[config.mk]
export PLATFORM = sky130hd
export DESIGN_NAME = rom_fetch_sequencer
export DESIGN_NICKNAME = d
export VERILOG_FILES = /design/src/rtl/rom_fetch_sequencer.sv
export SDC_FILE = /design/constraint.sdc
export NUM_CORES = 1
export LEC_CHECK = 0
export CELL_PAD_IN_SITES_DETAIL_PLACEMENT = 0
export CELL_PAD_IN_SITES_GLOBAL_PLACEMENT = 1
export CORE_ASPECT_RATIO = 0.6
export CORE_MARGIN = 4
export CORE_UTILIZATION = 40
export CTS_CLUSTER_SIZE = 14
export DETAILED_ROUTE_END_ITERATION = 6
export PLACE_DENSITY_LB_ADDON = 0.3
export SLEW_MARGIN = 20
export SYNTH_ARGS = -nofsm -noshare
export SYNTH_HDL_FRONTEND = slang
export SYNTH_SLANG_ARGS = --single-unit
[constraint.sdc]
create_clock -name clk_i -period 2.8 [get_ports clk_i]
set_input_delay 0.7 -clock clk_i [delete_from_list [all_inputs] [get_ports clk_i]]
set_output_delay 0.7 -clock clk_i [all_outputs]
set_load 0.1 [all_outputs]
[src/rtl/rom_fetch_sequencer.sv]
// Purpose : program sequencer between the combinational instruction ROM and the
//           execute stage; owns the PC, resolves NOP delays and JMPs locally.
// Latency : fetch-to-valid 1 cycle; back-to-back issue 1 instruction per 2 cycles.
// Backpr. : valid/ready; an issued word is held stable until accepted, and enable_i
//           cannot withdraw it.
//
// Ports
//   clk_i          rising-edge clock
//   rst_ni         asynchronous active-low reset
//   enable_i       1 = run, 0 = pause fetch and delay countdown
//   restart_i      synchronous restart to P_START (priority just below reset)
//   address_o      ROM address, always equal to the PC
//   instruction_i  ROM data, combinational from address_o
//   instruction_o  instruction presented to the execute stage
//   valid_o        instruction_o valid
//   ready_i        execute stage accepts when valid_o & ready_i
//   pc_o           address the word on instruction_o was fetched from
//   delay_busy_o   high while a NOP delay is being served
//
// Instruction word: op = [27:24], NOP count = [23:0], JMP target = {8'd0, [23:16]}.

module rom_fetch_sequencer #(
  parameter logic [3:0]  P_OP_NOP = 4'd0,
  parameter logic [3:0]  P_OP_JMP = 4'd1,
  parameter logic [15:0] P_START  = 16'd0
) (
  input  logic        clk_i,
  input  logic        rst_ni,
  input  logic        enable_i,
  input  logic        restart_i,
  output logic [15:0] address_o,
  input  logic [27:0] instruction_i,
  output logic [27:0] instruction_o,
  output logic        valid_o,
  input  logic        ready_i,
  output logic [15:0] pc_o,
  output logic        delay_busy_o
);

  typedef enum logic [1:0] {
    S_IDLE  = 2'd0,
    S_FETCH = 2'd1,
    S_ISSUE = 2'd2,
    S_DELAY = 2'd3
  } state_e;

  state_e      state_q;
  logic [15:0] pc_q;
  logic [27:0] instr_q;
  logic [15:0] issue_pc_q;
  logic        valid_q;
  logic        busy_q;
  logic [23:0] cnt_q;

  // Decode of the word currently returned by the ROM; only consumed in FETCH.
  logic [3:0]  op_d;
  logic [23:0] nop_cnt_d;
  logic [15:0] jmp_tgt_d;
  logic [15:0] pc_inc_d;

  always_comb begin
    op_d      = instruction_i[27:24];
    nop_cnt_d = instruction_i[23:0];
    jmp_tgt_d = {8'd0, instruction_i[23:16]};
    // 16-bit add wraps FFFF -> 0000 naturally.
    pc_inc_d  = pc_q + 16'd1;
  end

  always_ff @(posedge clk_i or negedge rst_ni) begin
    if (!rst_ni) begin
      state_q    <= S_IDLE;
      pc_q       <= P_START;
      instr_q    <= 28'd0;
      issue_pc_q <= 16'd0;
      valid_q    <= 1'b0;
      busy_q     <= 1'b0;
      cnt_q      <= 24'd0;
    end else if (restart_i) begin
      // A handshake on this same edge is still taken by execute (valid/ready were
      // both high), but the program restarts regardless.
      pc_q    <= P_START;
      valid_q <= 1'b0;
      busy_q  <= 1'b0;
      cnt_q   <= 24'd0;
      state_q <= enable_i ? S_FETCH : S_IDLE;
    end else begin
      unique case (state_q)
        S_IDLE: begin
          if (enable_i) begin
            state_q <= S_FETCH;
          end
        end

        S_FETCH: begin
          if (enable_i) begin
            if (op_d == P_OP_NOP) begin
              if (nop_cnt_d == 24'd0) begin
                pc_q <= pc_inc_d;
              end else begin
                cnt_q   <= nop_cnt_d;
                busy_q  <= 1'b1;
                state_q <= S_DELAY;
              end
            end else if (op_d == P_OP_JMP) begin
              // JMP is consumed here and never reaches the execute stage.
              pc_q <= jmp_tgt_d;
            end else begin
              instr_q    <= instruction_i;
              issue_pc_q <= pc_q;
              valid_q    <= 1'b1;
              state_q    <= S_ISSUE;
            end
          end
        end

        S_ISSUE: begin
          // enable_i deliberately not consulted: a presented word must be accepted
          // before the sequencer may pause.
          if (ready_i) begin
            valid_q <= 1'b0;
            pc_q    <= pc_inc_d;
            state_q <= S_FETCH;
          end
        end

        S_DELAY: begin
          if (enable_i) begin
            // Leaving on the edge where the counter reads 1 makes a count of N
            // occupy exactly N cycles in DELAY.
            if (cnt_q == 24'd1) begin
              cnt_q   <= 24'd0;
              busy_q  <= 1'b0;
              pc_q    <= pc_inc_d;
              state_q <= S_FETCH;
            end else begin
              cnt_q <= cnt_q - 24'd1;
            end
          end
        end

        default: begin
          state_q <= S_IDLE;
        end
      endcase
    end
  end

  assign address_o     = pc_q;
  assign instruction_o = instr_q;
  assign valid_o       = valid_q;
  assign pc_o          = issue_pc_q;
  assign delay_busy_o  = busy_q;

endmodule
==> run metrics <==
crit path launch type primary input; post-route ant nets 0; number of global-route vias before repair 4239; PortBufs 94; hold slack 414 ps; PwrDens 1240 mW/mm2; TritonCTS Buffers 9; most used flip-flop cell after synthesis dfrtp_1; Critical Path RT 3010 ps; core area 0.0114 mm2; chip width 148 um; Hold-fix buffers, CTS 0; max cap viols 0; area grow syn2layout 36.0%; register area share after synthesis 47.0%; Crit Path Category primary input to register; worst slack, placed -249 ps; root buffer cell clkbuf_16; Worst Path Arrival 2900 ps; H-tree levels 3; boundary pin count 95; Critical path buffers and inverters 4; row count 30; share of cells above drive strength 1 29.1%; Starting DRT DRC Count 341; Final Wtd Congestion 0.924; critical-path maximum fanout 7; Syn Inst Count 465; CP most frequent cell buf_4; vias 4338; dpl hpwl 10500 um; most frequent cells in the layout buf_4, dfrtp_1, o21ai_1; Async SR Flop Fraction 100%; post-synthesis cell area 0.00468 mm2; Final WS setup 110 ps; Ant. Diodes 0; # DRC 0; Yosys cell types 57; CP max stage delay 450 ps; fillers 1001; commonest non-fill, non-tap cell in the layout buf_4; min Tclk post-route 2690 ps; Fin. Hold Viols 0; leakage power 2.87 nW; first-pass GRT wire length 23300 um; gr ovfl total 0; Setup Skew 6.53 ps; mean post-synth cell area 10.1 um2; Pre-Repair DR Iteration Count 5; maximum clock path buffer count 2; Initial Util 41.2%; Final nets 651; Worst Max-Slew Pin Slew 868 ps; Slowest-stage cell, CP clkdlybuf4s50_1; synthesized netlist net count 505; fin crit share 96.1%; drt total wl 14400 um; crit path cell chain clkdlybuf4s50_1 -> nor4_1 -> buf_4 -> nand4_1 -> o211ai_1 -> buf_4 -> nand2b_1 -> buf_4 -> nand3_1 -> o211ai_1; fmax 372 MHz; EDFF count, synth 0; max-slew violations 0; initial antenna violation count 0; Setup Fix Bufs, Post-CTS 0; CTS tree yes; Synthesis Warnings 0; worst-skew pair later-pin latency 340 ps; Via-to-Cell Ratio 5.59; Hold Crit Class primary input to async pin; Worst path top cell family by delay buffers and inverters; Die ar. 0.0136 mm2; Num Clock Sinks 88; largest net degree at the start of global routing 52; CTS clock-pin slew for the worst setup and hold paths 70 ps; crit path capture type register; outcome completed; Die Ht 91.8 um; register bit total from synthesis 88; Slew headroom 41.9%; GRT Total Usage 21.7%; wire length per cell 18.5 um; final setup violating endpoints 0; VDD IR max 888 uV
-- synthesized netlist by cell type, types with 5 or more instances --
cell	instances	share of area, %
a21oi_1	24	2.6
a22oi_1	5	0.80
clkbuf_1	16	1.3
dfrtp_1	88	47
ha_1	7	1.9
inv_1	6	0.48
mux2_1	28	6.7
mux2_2	19	4.6
nand2_1	30	2.4
nand2b_1	5	0.67
nand3_1	21	2.2
nor2_1	36	2.9
nor2b_1	10	1.3
nor3_1	17	1.8
nor4_1	18	2.4
o21ai_0	6	0.64
o21ai_1	51	5.5
o31ai_2	9	2.4
-- sequential cells by signal (all words and copies together) (netlist names) --
name           count
address_o         16
cnt_q             24
delay_busy_o       1
instruction_o     28
pc_o              16
state_q            2
valid_o            1
-- where the power goes --
group	leakage [nW]	internal, mW	switching, mW
logic	1.60	1.21	3.58
clock network	0.129	0.605	0.525
registers	1.14	1.66	0.340
-- worst paths after layout --
kind	start	endpoint	slack [ps]	depth (start not counted)
min reg2reg	pc_o[2]$_DFFE_PN0P_	pc_o[2]$_DFFE_PN0P_	490	1
max	instruction_i[11]	cnt_q[12]$_DFFE_PN0P_	110	10
min in group clk_i	pc_o[2]$_DFFE_PN0P_	pc_o[2]$_DFFE_PN0P_	490	1
max reg2reg	cnt_q[19]$_DFFE_PN0P_	state_q[0]$_DFFE_PN0P_	370	6
max in group asynchronous	rst_ni	address_o[0]$_DFFE_PN0P_	1740	2
min	rst_ni	instruction_o[6]$_DFFE_PN0P_	410	1
-- what timing repair did --
item                                    in CTS  in global routing
gates resized for setup                      0                  1
endpoints found under the setup margin       0                  7
hold endpoints to repair                     0                  0
-- cell type report --
class | count | area [um2] | area share, %
inverter | 7 | 26.3 | 0.413
sequential | 88 | 2200 | 34.6
clock buffer | 10 | 229 | 3.60
tap | 160 | 200 | 3.15
timing repair buffer | 156 | 1300 | 20.4
clock inverter | 6 | 42.5 | 0.668
multi-input combinational | 349 | 2370 | 37.2
-- cell families after synthesis --
| family | Yosys count | synth area share [%] |
|---|---|---|
| AND/OR/NAND/NOR | 166 | 18.9 |
| AO/OA/AOI/OAI | 120 | 16.6 |
| flip-flops | 88 | 47.0 |
| multiplexers | 50 | 11.9 |
| buffers and inverters | 28 | 2.51 |
| adder cells (fa/ha/maj) | 7 | 1.87 |
| XOR/XNOR | 6 | 1.12 |
-- routing by layer --
layer | track usage (%) | routed length (um) | up-vias
met3 | 4.64 | 1140 | 25
met2 | 29.5 | 5820 | 187
met1 | 34.0 | 7150 | 2107
met4 | 6.67 | 265 | 0
met5 | 0 | 0 | -
li1 | - | - | 2019
-- stage by stage --
| step | power [mW] | cell area [um2] | cells | utilization (%) | TNS [ps] |
|---|---|---|---|---|---|
| 2_1_floorplan | 5.54 | 4680 | 465 | - | 0 |
| 3_3_place_gp | 6.73 | 6090 | 760 | 53.6 | -2260 |
| 3_5_place_dp | 6.80 | 6090 | 760 | 53.6 | -6120 |
| 4_1_cts | 7.95 | 6360 | 776 | 55.9 | 0 |
| 5_1_grt | 8.29 | 6360 | 776 | 56.0 | -6.12 |
| 6_report | 7.92 | 6360 | 776 | 56.0 | 0 |
-- worst reg2reg max path, delay by kind of cell, from the launching register on --
family           cells  cell delay, ps
flip-flops           1             440
AND/OR/NAND/NOR      3            1090
multiplexers         1             370
AO/OA/AOI/OAI        2             410
(Power assumes the default switching activity.)
